===== config.mk =====
export PLATFORM = sky130hd
export DESIGN_NAME = bcd_display_scan
export DESIGN_NICKNAME = d
export VERILOG_FILES = /design/src/rtl/bcd_disp_pkg.sv /design/src/rtl/bcd_to_7seg.sv /design/src/rtl/bcd_display_scan.sv
export SDC_FILE = /design/constraint.sdc
export NUM_CORES = 1
export LEC_CHECK = 0
export ABC_AREA = 1
export CAP_MARGIN = 20
export CORE_MARGIN = 5
export CORE_UTILIZATION = 47
export CTS_CLUSTER_SIZE = 24
export DETAILED_ROUTE_END_ITERATION = 16
export PLACE_DENSITY_LB_ADDON = 0.1
export SYNTH_ARGS = -nofsm -noshare
export SYNTH_HDL_FRONTEND = slang
export SYNTH_SLANG_ARGS = --single-unit

===== constraint.sdc =====
create_clock -name clk -period 1.7 [get_ports clk]
set_input_delay 0.17 -clock clk [delete_from_list [all_inputs] [get_ports clk]]
set_output_delay 0.17 -clock clk [all_outputs]
set_load 0.02 [all_outputs]

===== src/rtl/bcd_disp_pkg.sv =====
// Shared constants and types for the multiplexed BCD 7-segment display scanner.
// Segment codes are high-true, bit order {g,f,e,d,c,b,a}.
package bcd_disp_pkg;

   localparam int NUM_DIGITS = 4;

   localparam logic [6:0] SEG_0    = 7'h3F;
   localparam logic [6:0] SEG_1    = 7'h06;
   localparam logic [6:0] SEG_2    = 7'h5B;
   localparam logic [6:0] SEG_3    = 7'h4F;
   localparam logic [6:0] SEG_4    = 7'h66;
   localparam logic [6:0] SEG_5    = 7'h6D;
   localparam logic [6:0] SEG_6    = 7'h7D;
   localparam logic [6:0] SEG_7    = 7'h07;
   localparam logic [6:0] SEG_8    = 7'h7F;
   localparam logic [6:0] SEG_9    = 7'h6F;
   localparam logic [6:0] SEG_DASH = 7'h40;
   localparam logic [6:0] SEG_OFF  = 7'h00;

   typedef logic [1:0] digit_idx_t;

endpackage


===== src/rtl/bcd_to_7seg.sv =====
// Combinational BCD nibble to high-true 7-segment decoder; codes A..F show a dash.
module bcd_to_7seg
   import bcd_disp_pkg::*;
(
   input  logic [3:0] bcd,
   output logic [6:0] seg
);

   always_comb begin
      case (bcd)
         4'd0:    seg = SEG_0;
         4'd1:    seg = SEG_1;
         4'd2:    seg = SEG_2;
         4'd3:    seg = SEG_3;
         4'd4:    seg = SEG_4;
         4'd5:    seg = SEG_5;
         4'd6:    seg = SEG_6;
         4'd7:    seg = SEG_7;
         4'd8:    seg = SEG_8;
         4'd9:    seg = SEG_9;
         default: seg = SEG_DASH;
      endcase
   end

endmodule


===== src/rtl/bcd_display_scan.sv =====
// Time-multiplexed 4-digit common-anode display driver with per-frame digit snapshot,
// optional leading-zero blanking and registered, polarity-configurable outputs.
module bcd_display_scan
   import bcd_disp_pkg::*;
#(
   parameter int SCAN_DIV       = 50000,
   parameter bit SEG_ACTIVE_LOW = 1'b1,
   parameter bit AN_ACTIVE_LOW  = 1'b1,
   parameter bit BLANK_LZ       = 1'b1
) (
   input  logic        clk,
   input  logic        rst,
   input  logic [15:0] bcd_in,
   input  logic [3:0]  dp_in,
   output logic [6:0]  seg,
   output logic        dp,
   output logic [3:0]  an,
   output logic        frame_tick
);

   localparam int PW = $clog2(SCAN_DIV);
   localparam logic [PW-1:0] PCNT_LAST = PW'(SCAN_DIV - 1);
   localparam logic [6:0] SEG_RST = SEG_ACTIVE_LOW ? 7'h7F : 7'h00;
   localparam logic       DP_RST  = SEG_ACTIVE_LOW;
   localparam logic [3:0] AN_RST  = AN_ACTIVE_LOW ? 4'hF : 4'h0;

   logic [PW-1:0]            pcnt_q, pcnt_d;
   digit_idx_t               idx_q, idx_d;
   logic [15:0]              snap_q, snap_d;
   logic [NUM_DIGITS-1:0]    snap_dp_q, snap_dp_d;
   logic                     primed_q, primed_d;
   logic [6:0]               seg_q, seg_d;
   logic                     dp_q, dp_d;
   logic [3:0]               an_q, an_d;
   logic                     frame_tick_q, frame_tick_d;

   logic       wrap, load, blank, dp_ht;
   logic [3:0] cur_nib, an_ht;
   logic [6:0] dec_seg, seg_ht;

   bcd_to_7seg u_dec (
      .bcd (cur_nib),
      .seg (dec_seg)
   );

   // The priming cycle holds the prescaler at 0 so the first frame is as long as every other.
   always_comb begin
      wrap         = (pcnt_q == PCNT_LAST);
      load         = !primed_q || (wrap && idx_q == 2'd3);
      pcnt_d       = (!primed_q || wrap) ? '0 : pcnt_q + 1'b1;
      idx_d        = (primed_q && wrap) ? idx_q + 2'd1 : idx_q;
      snap_d       = load ? bcd_in : snap_q;
      snap_dp_d    = load ? dp_in : snap_dp_q;
      primed_d     = 1'b1;
      frame_tick_d = load;

      cur_nib = snap_q[{idx_q, 2'b00} +: 4];
      case (idx_q)
         2'd3:    blank = BLANK_LZ && (snap_q[15:12] == 4'd0);
         2'd2:    blank = BLANK_LZ && (snap_q[15:8] == 8'd0);
         2'd1:    blank = BLANK_LZ && (snap_q[15:4] == 12'd0);
         default: blank = 1'b0;
      endcase

      seg_ht = blank ? SEG_OFF : dec_seg;
      dp_ht  = !blank && snap_dp_q[idx_q];
      an_ht  = blank ? 4'h0 : 4'(4'b0001 << idx_q);

      seg_d = SEG_ACTIVE_LOW ? ~seg_ht : seg_ht;
      dp_d  = SEG_ACTIVE_LOW ? ~dp_ht : dp_ht;
      an_d  = AN_ACTIVE_LOW ? ~an_ht : an_ht;
   end

   always_ff @(posedge clk) begin
      if (!rst) begin
         pcnt_q       <= '0;
         idx_q        <= '0;
         snap_q       <= '0;
         snap_dp_q    <= '0;
         primed_q     <= 1'b0;
         seg_q        <= SEG_RST;
         dp_q         <= DP_RST;
         an_q         <= AN_RST;
         frame_tick_q <= 1'b0;
      end else begin
         pcnt_q       <= pcnt_d;
         idx_q        <= idx_d;
         snap_q       <= snap_d;
         snap_dp_q    <= snap_dp_d;
         primed_q     <= primed_d;
         seg_q        <= seg_d;
         dp_q         <= dp_d;
         an_q         <= an_d;
         frame_tick_q <= frame_tick_d;
      end
   end

   assign seg        = seg_q;
   assign dp         = dp_q;
   assign an         = an_q;
   assign frame_tick = frame_tick_q;

endmodule


# After elaboration in Yosys (flattened, before gate mapping)
# Memory sizes are Yosys's and may differ from the RTL's.
# Index checks and enable logic that the tools add are counted.
# W data, S select, Z words.
[word_totals]
register_bits = 52
rom_bits = 112
output_inout_bits = 13
n_memories = 1
[classes]
n_addsub = 2
magnitude_cmp = 1
eq_ne = 4
n_shift = 2
muxes = 6
n_bitwise = 4
n_reduce_logical = 11
[memory_table]
columns = ["memory", "depth", "word_bits", "rd", "rd_ports_with_merged_regs", "write_ports", "line_no", "text"]
rows = [
  ["(name not given)", 16, 7, 1, 0, 0, "bcd_to_7seg.sv:10", "case (bcd)"],
]
[ops]
columns = ["cell", "n"]
rows = [
  ["$add A16 B1 Y16 const B", 1],
  ["$eq A16 B16 Y1 const B", 1],
  ["$shiftx A16 B5 Y4", 1],
  ["$logic_not A12 Y1", 1],
  ["$logic_not A8 Y1", 1],
  ["$mux W7", 1],
  ["$not A7 Y7", 1],
  ["$eq A2 B2 Y1 const B", 2],
  ["$logic_not A4 Y1", 1],
  ["$mux W4", 1],
  ["$not A4 Y4", 1],
  ["$shl A1 B2 Y4 const A", 1],
  ["$logic_and A1 B1 Y1", 3],
  ["$lt A2 B3 Y1 const B", 1],
  ["$pmux W1 S3", 1],
  ["$add A2 B1 Y2 const B", 1],
  ["$bmux W1 S2", 1],
  ["$eq A2 B1 Y1 const B", 1],
  ["$logic_not A1 Y1", 2],
  ["$logic_or A1 B1 Y1", 2],
  ["$mux W1", 2],
  ["$not A1 Y1", 2],
  ["$reduce_or A2 Y1", 1],
]

# Longest topological paths before layout
# Gate-level depths: netlist (run 1).
[logic_depth]
word_depth = 5
mapped_depth = 10
ltp_nobuf = 9

# Cells and area by module
# A second synthesis (run 1) with hierarchy kept.
[hier_totals]
hier_cells = 371
hier_area_um2 = 2582.5
[by_module_without_submodules]
columns = ["mod", "n_inst", "cells_per_inst", "area_each_um2", "seq_area_each_um2"]
rows = [
  ["bcd_display_scan", 1, 335, 2389.8, 1041.0],
  ["bcd_to_7seg", 1, 36, 192.7, 0.0],
]

# Worst setup path before layout (run 1)
# No wires, ideal clock.
[synth_path]
path_kind = "flip-flop to flip-flop"
from = "reg idx_q[0]"
to = "reg seg_q[3], in the netlist seg[3]"
arrival_ns = 1.539
required_time_ns = 1.567
slack_ns = 0.028
path_stages_with_launch = 10
n_path_buf = 1
cell_sequence = "dfxtp_1 -> inv_1 -> buf_2 -> nand2_1 -> a32oi_1 -> inv_1 -> ha_1 -> nand3_1 -> nand3_1 -> nand3_1"
[synth_between]
elab_chain_len = 4
elab_cells_between_ends = 8
cone_classes = "eq/ne (3); shift (1); mux (2); bitwise (1); memory (1)"
[synth_rtl]
columns = ["element", "line_no", "text"]
rows = [
  ["start: declaration", "bcd_display_scan.sv:28", "digit_idx_t idx_q, idx_d;"],
  ["start signal: assignment", "bcd_display_scan.sv:87", "idx_q <= idx_d;"],
  ["$shiftx A16 B5 Y4 (tied with other cells)", "bcd_display_scan.sv:57", "cur_nib = snap_q[{idx_q, 2'b00} +: 4];"],
  ["$mem_v2 Z16 W7 / $pmux W1 S3 (equally long branches)", "--", ""],
  ["$mux W7 *", "bcd_display_scan.sv:65", "seg_ht = blank ? SEG_OFF : dec_seg;"],
  ["$not A7 Y7 *", "bcd_display_scan.sv:69", "seg_d = SEG_ACTIVE_LOW ? ~seg_ht : seg_ht;"],
  ["end signal: assignment", "bcd_display_scan.sv:91", "seg_q <= seg_d;"],
  ["end: declaration", "bcd_display_scan.sv:32", "logic [6:0] seg_q, seg_d;"],
]
# Mark *: on every way between the ends. The rest lies on a longest branch, timed or not.
# A chain may end at the register's enable or synchronous reset.

# Final worst setup path (run 1)
# Same ends and word-level chain as after synthesis.

==> out/metrics.yaml, run 1 <==
timing:
  final-max-slew-violation-count: 0
  finalWorstPathRequiredPeriod_ps: 1570
  worst-slew-pin-transition_ps: 369
  maxClockFrequency_mhz: 637
  final_layout_setup_total_negative_slack_ps: 0
  final.hold.worst_slack_ps: 450
  post-route-period-util_pct: 92.3
  fin_ws_ps: 130
  grt_setup_unrepaired: "no"
  setup_viol_count_final: 0
  hold_viol: 0
  slew_headroom_pct: 75.4
  finalClockSkew_ps: 6.66
logic_synthesis:
  post_synth.cell_area_avg_sq_um: 7.11
  synth_warnings: 0
  async_flop_share_pct: 0
  synth.top_cells.by_count: "sky130_fd_sc_hd__nand2_1, sky130_fd_sc_hd__nor2_1, sky130_fd_sc_hd__dfxtp_1, sky130_fd_sc_hd__nand3_1, sky130_fd_sc_hd__inv_1"
  synthDominantCellAreaShare_pct: 41.1
  synth-seq-cells: 52
  syn_nets: 389
  synth_top_cell_by_area: "sky130_fd_sc_hd__dfxtp_1"
  synthMostInstantiatedCell: "sky130_fd_sc_hd__nand2_1"
  ys_top_cells_by_area: "sky130_fd_sc_hd__dfxtp_1, sky130_fd_sc_hd__nand2_1, sky130_fd_sc_hd__nand3_1, sky130_fd_sc_hd__nor2_1, sky130_fd_sc_hd__ha_1"
  synthesis.area_sq_um: 2530
  synth_seq_area_share_pct: 41.1
  ys.flop_type: "sky130_fd_sc_hd__dfxtp_1"
  netlist_instances: 356
  synth.lib_cells_used.distinct: 30
  synth-edff-count: 0
critical_path:
  critical_path.cell_chain: "buf_6 -> nand2_1 -> a32oi_2 -> inv_1 -> ha_1 -> nand3_1 -> nand3_1 -> nand3_1"
  slowest_stage: "sky130_fd_sc_hd__dfxtp_2"
  cp_data_arrival_time_ps: 1750
  cp-start-kind: "register"
  data_required_critical_path_ps: 1880
  r2r_cells: 8
  critPathMaxStageDelay_ps: 350
  cell_seen_most_often_among_critical_path_stages: "sky130_fd_sc_hd__nand3_1"
  crit_fanout: 13
  crit_path_end_kind: "register"
  critPathKind: "reg2reg"
final_layout:
  layout.area.seq_sq_um: 1040
  final_cell_count_no_fill: 466
  areaGrowthSynthToFinish_pct: 22.0
  antenna_cells_inserted: 0
  drive_above_1_share_pct: 10.6
  fillCellCount: 503
  layout.core_utilization_pct: 59.7
  multiInputGateArea_sq_um: 1260
  design_area_sq_um: 3090
  layout.nets: 428
place:
  postPlaceCellArea_sq_um: 2980
  dpl.cell_count: 458
  gp_congestion: 0.887
  detailedPlacementHpwl_um: 3820
  preCtsSetupSlack_ps: 65.0
  io_buffers: 34
power_and_ir_drop:
  cell_pwr_density_nw_per_um2: 766
  p_leak_nw: 1.35
  p_sw_mw: 0.596
  switching_share_pct: 25.2
  power_frac_comb_pct: 13.7
  ir_drop_mv: 0.372
  cell_internal_pwr_mw: 1.77
  power.clock.fraction_pct: 30.6
  p_seq_share_pct: 55.7
  report.power.total_mw: 2.36
cts:
  clockRootBuffer: "sky130_fd_sc_hd__clkbuf_8"
  cts-hold-fix-buffers: 0
  cts-buffers-inserted: 5
  ctsResizeCount: 0
  clk_path_buf_depth: 2
  worst_skew_pair.late_latency_ps: 310
  post_cts.repair.setup_buffers: 0
  cts.reportedPaths.clkPinSlew_ps: 90
  htree_levels: 2
  tritoncts: "done"
  cts.sink_count: 52
floorplanning:
  row_count: 26
  fp.coreArea_sq_um: 5170
  chipHeight_um: 83.4
  initial_util_pct: 48.9
  floorplan.die_area_sq_um: 6950
  floorplan.die.width_um: 83.4
  floorplan.io_pins: 35
drt:
  post-route-drc-count: 0
  routed_via_density: 4.80
  dr.pass1.iters: 4
  antenna_left: 0
  routed_wirelength_um: 5010
  post_drt_wl_per_cell_um: 10.8
  route.vias.total: 2235
  first_iter_violations: 140
global_routing:
  grt_usage_pct: 15.4
  pin_count_of_the_biggest_net_entering_global_routing: 21
  first_global_vias: 2053
  grt-ovfl-total: 0
  number_of_antenna_violations_at_the_first_check_in_global_routing: 0
  grt_first_pass_wirelength_um: 9030
hold_path:
  hold_class: "reg2reg"
  timing.hold.worst_path_depth: 1
outcome:
  run_status: "complete, no violations"
flow_run:
  timing.max_cap.violations: 0
[cells by family (layout without fill, tap and decap cells)]
| logic type | Yosys count | after routing | share of synthesized area (%) |
|---|---|---|---|
| AND/OR/NAND/NOR | 217 | 217 | 38.1 |
| buffers and inverters | 52 | 92 | 9.25 |
| flip-flops | 52 | 52 | 41.1 |
| XOR/XNOR | 7 | 7 | 2.42 |
| AO/OA/AOI/OAI | 17 | 17 | 3.66 |
| adder cells (fa/ha/maj) | 11 | 11 | 5.44 |
[sequential cells by signal (all words and copies together), names as in the netlist]
name,count
pcnt_q,16
snap_q,16
seg,7
an,4
snap_dp_q,4
idx_q,2
dp,1
frame_tick,1
primed_q,1
[placed cells by master, fill, tap and decap left out, drive strengths merged]
cell / count
dfxtp: 52
nor3: 3
nand4: 4
or2: 5
xnor2: 2
ha: 11
clkdlybuf4s50: 34
a32oi: 1
o21ai: 2
a21oi: 12
nand3: 55
xor2: 5
inv: 39
clkinv: 2
nor2: 72
nand2: 77
o22ai: 1
clkbuf: 6
o211ai: 1
nor3b: 1
buf: 11
[path summary, 6_finish.rpt]
kind             start        end  slack (ps)
min          pcnt_q[0]  pcnt_q[0]         450
max           idx_q[0]     seg[3]         130
min reg2reg  pcnt_q[0]  pcnt_q[0]         450
max reg2reg   idx_q[0]     seg[3]         130
[worst max-delay path: cells and delay by family, from the launching register on]
| kind | cells | cell delay (ps) |
|---|---|---|
| AND/OR/NAND/NOR | 4 | 360 |
| adder cells (fa/ha/maj) | 1 | 280 |
| flip-flops | 1 | 350 |
| buffers and inverters | 2 | 250 |
| AO/OA/AOI/OAI | 1 | 210 |
[metal layers]
| layer | part of all wire [%] | wire length, um | up-vias | GRT usage [%] |
|---|---|---|---|---|
| met5 | 0 | 0 | - | 0 |
| met4 | 1.6 | 78 | 0 | 5.79 |
| met3 | 6.7 | 337 | 8 | 2.77 |
| met2 | 43 | 2150 | 60 | 24.9 |
| met1 | 49 | 2450 | 978 | 20.4 |
| li1 | - | - | 1189 | - |
[final cells by class]
type | instances | area share, %
Multi-Input combinational cell | 252 | 41.0
Timing Repair Buffer | 45 | 14.6
Inverter | 39 | 4.74
Tap cell | 70 | 2.84
Sequential cell | 52 | 33.8
Clock inverter | 2 | 0.324
Clock buffer | 6 | 2.68
[power by group through the flow]
stage | combinational, mW | sequential, mW | clock [mW]
floorplan | 0.167 | 1.36 | 0
global placement | 0.321 | 1.35 | 0
detailed placement | 0.324 | 1.35 | 0
CTS | 0.325 | 1.32 | 0.743
global route | 0.363 | 1.33 | 0.803
finish | 0.323 | 1.32 | 0.723
(Power assumes the default switching activity.)
==> run 2: changes to the inputs <==
- CORE_UTILIZATION: 47 -> 45
- CTS_CLUSTER_DIAMETER: default -> 30
==> run 2 against run 1 <==
Hold slack gained 5.0 ps. Global-route usage shrank 0.37 points. Power shrank 0.17%. First-iteration DRC count shrank 14%. Highest routed layer unchanged. Via count shrank 2.1%. Die area grew 3.9%. Critical endpoint is now seg[5]. Sequential power is essentially flat. Design area shrank 0.28%.
==> out/metrics.yaml, run 2 (synthesis gave the netlist of run 1 again) <==
floorplanning:
  floorplan.die.width_um: 85.0  # +1.9%
  floorplan.io_pins: 35  # unchanged
  chipHeight_um: 85.0  # +1.9%
  fp.coreArea_sq_um: 5470  # +5.8%
  initial_util_pct: 46.2  # -2.7 points
  row_count: 27  # +3.8%
  floorplan.die_area_sq_um: 7220  # +3.9%
cts:
  clk_path_buf_depth: 2  # unchanged
  cts-hold-fix-buffers: 0  # unchanged
  cts-buffers-inserted: 5  # unchanged
  worst_skew_pair.late_latency_ps: 300  # about the same
  tritoncts: "done"
  cts.sink_count: 52  # unchanged
  htree_levels: 2  # unchanged
  cts.reportedPaths.clkPinSlew_ps: 90  # about the same
  clockRootBuffer: "sky130_fd_sc_hd__clkbuf_8"
timing:
  final-max-slew-violation-count: 0  # unchanged
  setup_viol_count_final: 0  # unchanged
  grt_setup_unrepaired: "no"
  maxClockFrequency_mhz: 634  # -0.43%
  worst-slew-pin-transition_ps: 341  # -27.2 ps
  final_layout_setup_total_negative_slack_ps: 0  # unchanged
  post-route-period-util_pct: 92.7  # +0.39 points
  hold_viol: 0  # unchanged
  final.hold.worst_slack_ps: 455  # +5.03 ps
  finalClockSkew_ps: 9.65  # +2.99 ps
  finalWorstPathRequiredPeriod_ps: 1580  # +6.70 ps
  slew_headroom_pct: 77.2  # +1.8 points
  fin_ws_ps: 124  # -6.70 ps
place:
  postPlaceCellArea_sq_um: 2970  # -0.42%
  gp_congestion: 0.804  # -9.4%
  detailedPlacementHpwl_um: 3770  # -1.2%
  dpl.cell_count: 458  # unchanged
  io_buffers: 34  # unchanged
  preCtsSetupSlack_ps: 71.6  # +6.62 ps
critical_path:
  crit_fanout: 9  # -4
  slowest_stage: "sky130_fd_sc_hd__dfxtp_2"
  critPathMaxStageDelay_ps: 340  # about the same
  cp-start-kind: "register"
  data_required_critical_path_ps: 1890  # about the same
  cp_data_arrival_time_ps: 1760  # about the same
  crit_path_end_kind: "register"
  critPathKind: "reg2reg"
  critical_path.cell_chain: "buf_4 -> a21oi_1 -> a32oi_2 -> buf_4 -> ha_1 -> or2_1 -> nand3_1 -> nand3_1"
final_layout:
  antenna_cells_inserted: 0  # unchanged
  final_cell_mix: "sky130_fd_sc_hd__nor2_1, sky130_fd_sc_hd__nand2_1, sky130_fd_sc_hd__nand3_1"
  layout.nets: 426  # -0.47%
  areaGrowthSynthToFinish_pct: 21.6
  fillCellCount: 565  # +12%
  final_cell_count_no_fill: 466  # unchanged
  design_area_sq_um: 3080  # -0.28%
  drive_above_1_share_pct: 10.7  # +0.054 points
  most_common_cell_after_layout_fill_and_taps_aside: "sky130_fd_sc_hd__nor2_1"
power_and_ir_drop:
  p_leak_nw: 1.34  # -0.55%
  cell_pwr_density_nw_per_um2: 767  # +0.12%
  ir_drop_mv: 0.369  # -0.81%
global_routing:
  first_global_vias: 2054  # +0.049%
  grt-ovfl-total: 0  # unchanged
  grt_first_pass_wirelength_um: 9100  # +0.76%
  number_of_antenna_violations_at_the_first_check_in_global_routing: 0  # unchanged
  grt_usage_pct: 15.0  # -0.37 points
  pin_count_of_the_biggest_net_entering_global_routing: 24  # +14%
drt:
  antenna_left: 0  # unchanged
  routed_via_density: 4.69  # -2.1%
  route.vias.total: 2187  # -2.1%
  dr.pass1.iters: 4  # unchanged
  routed_wirelength_um: 4950  # -1.4%
  post-route-drc-count: 0  # unchanged
  first_iter_violations: 121  # -14%
  post_drt_wl_per_cell_um: 10.6  # -1.4%
hold_path:
  hold_class: "reg2reg"
flow_run:
  timing.max_cap.violations: 0  # unchanged
outcome:
  run_status: "complete, no violations"
run 2: cell count changes in the layout (fill, tap and decap cells not counted), sizes merged:
cell	previous run	this run
buf	11	9
run 2: where the power goes:
part / internal (mW) / total [mW] / switching (mW)
Combinational: 0.158 / 0.321 / 0.162
Clock: 0.326 / 0.720 / 0.395
Sequential: 1.28 / 1.32 / 0.0378
Total: 1.76 / 2.36 / 0.595
run 2: repair_timing:
item,4_1_cts,5_1_grt
endpoints found under the setup margin,0,24
gates resized for setup,0,7
setup buffers,0,0
run 2: metal layers:
metal	wire length [um]	GRT usage (%)
met1	2390	19.4
met2	2240	25.4
met3	267	2.23
met5	0	0
met4	44	5.32
run 2: per-stage QoR:
step	total power, mW	util, %
2_1_floorplan	1.53	-
3_3_place_gp	1.66	54.2
3_5_place_dp	1.67	54.2
4_1_cts	2.37	55.9
5_1_grt	2.48	56.2
6_report	2.36	56.2
run 2: path summary, 6_finish.rpt:
path / slack, ps / from / cells past startpoint / to
max: 120 / idx_q[0] / 8 / seg[5]
min: 460 / pcnt_q[0] / 1 / pcnt_q[0]
max reg2reg: 120 / idx_q[0] / 8 / seg[5]
min reg2reg: 460 / pcnt_q[0] / 1 / pcnt_q[0]
run 2: area by class of cell:
type,instances,area (sq um),share of cell area [%]
multi-input cells,252,1270,41.4
flip-flops and latches,52,1040,33.9
repair buffers,43,433,14.1
inverters,39,146,4.76
well taps,72,90.1,2.93
clock buffers,6,82.6,2.68
clock inverters,2,10.0,0.325
run 2: critical path: cells and delay by family, from the launching register on:
family / cells / cell delay [ps]
DFF: 1 / 340
and+or+nand+nor: 3 / 370
buffers and inverters: 2 / 320
AOI/OAI and AO/OA: 2 / 270
adders and majority gates: 1 / 170
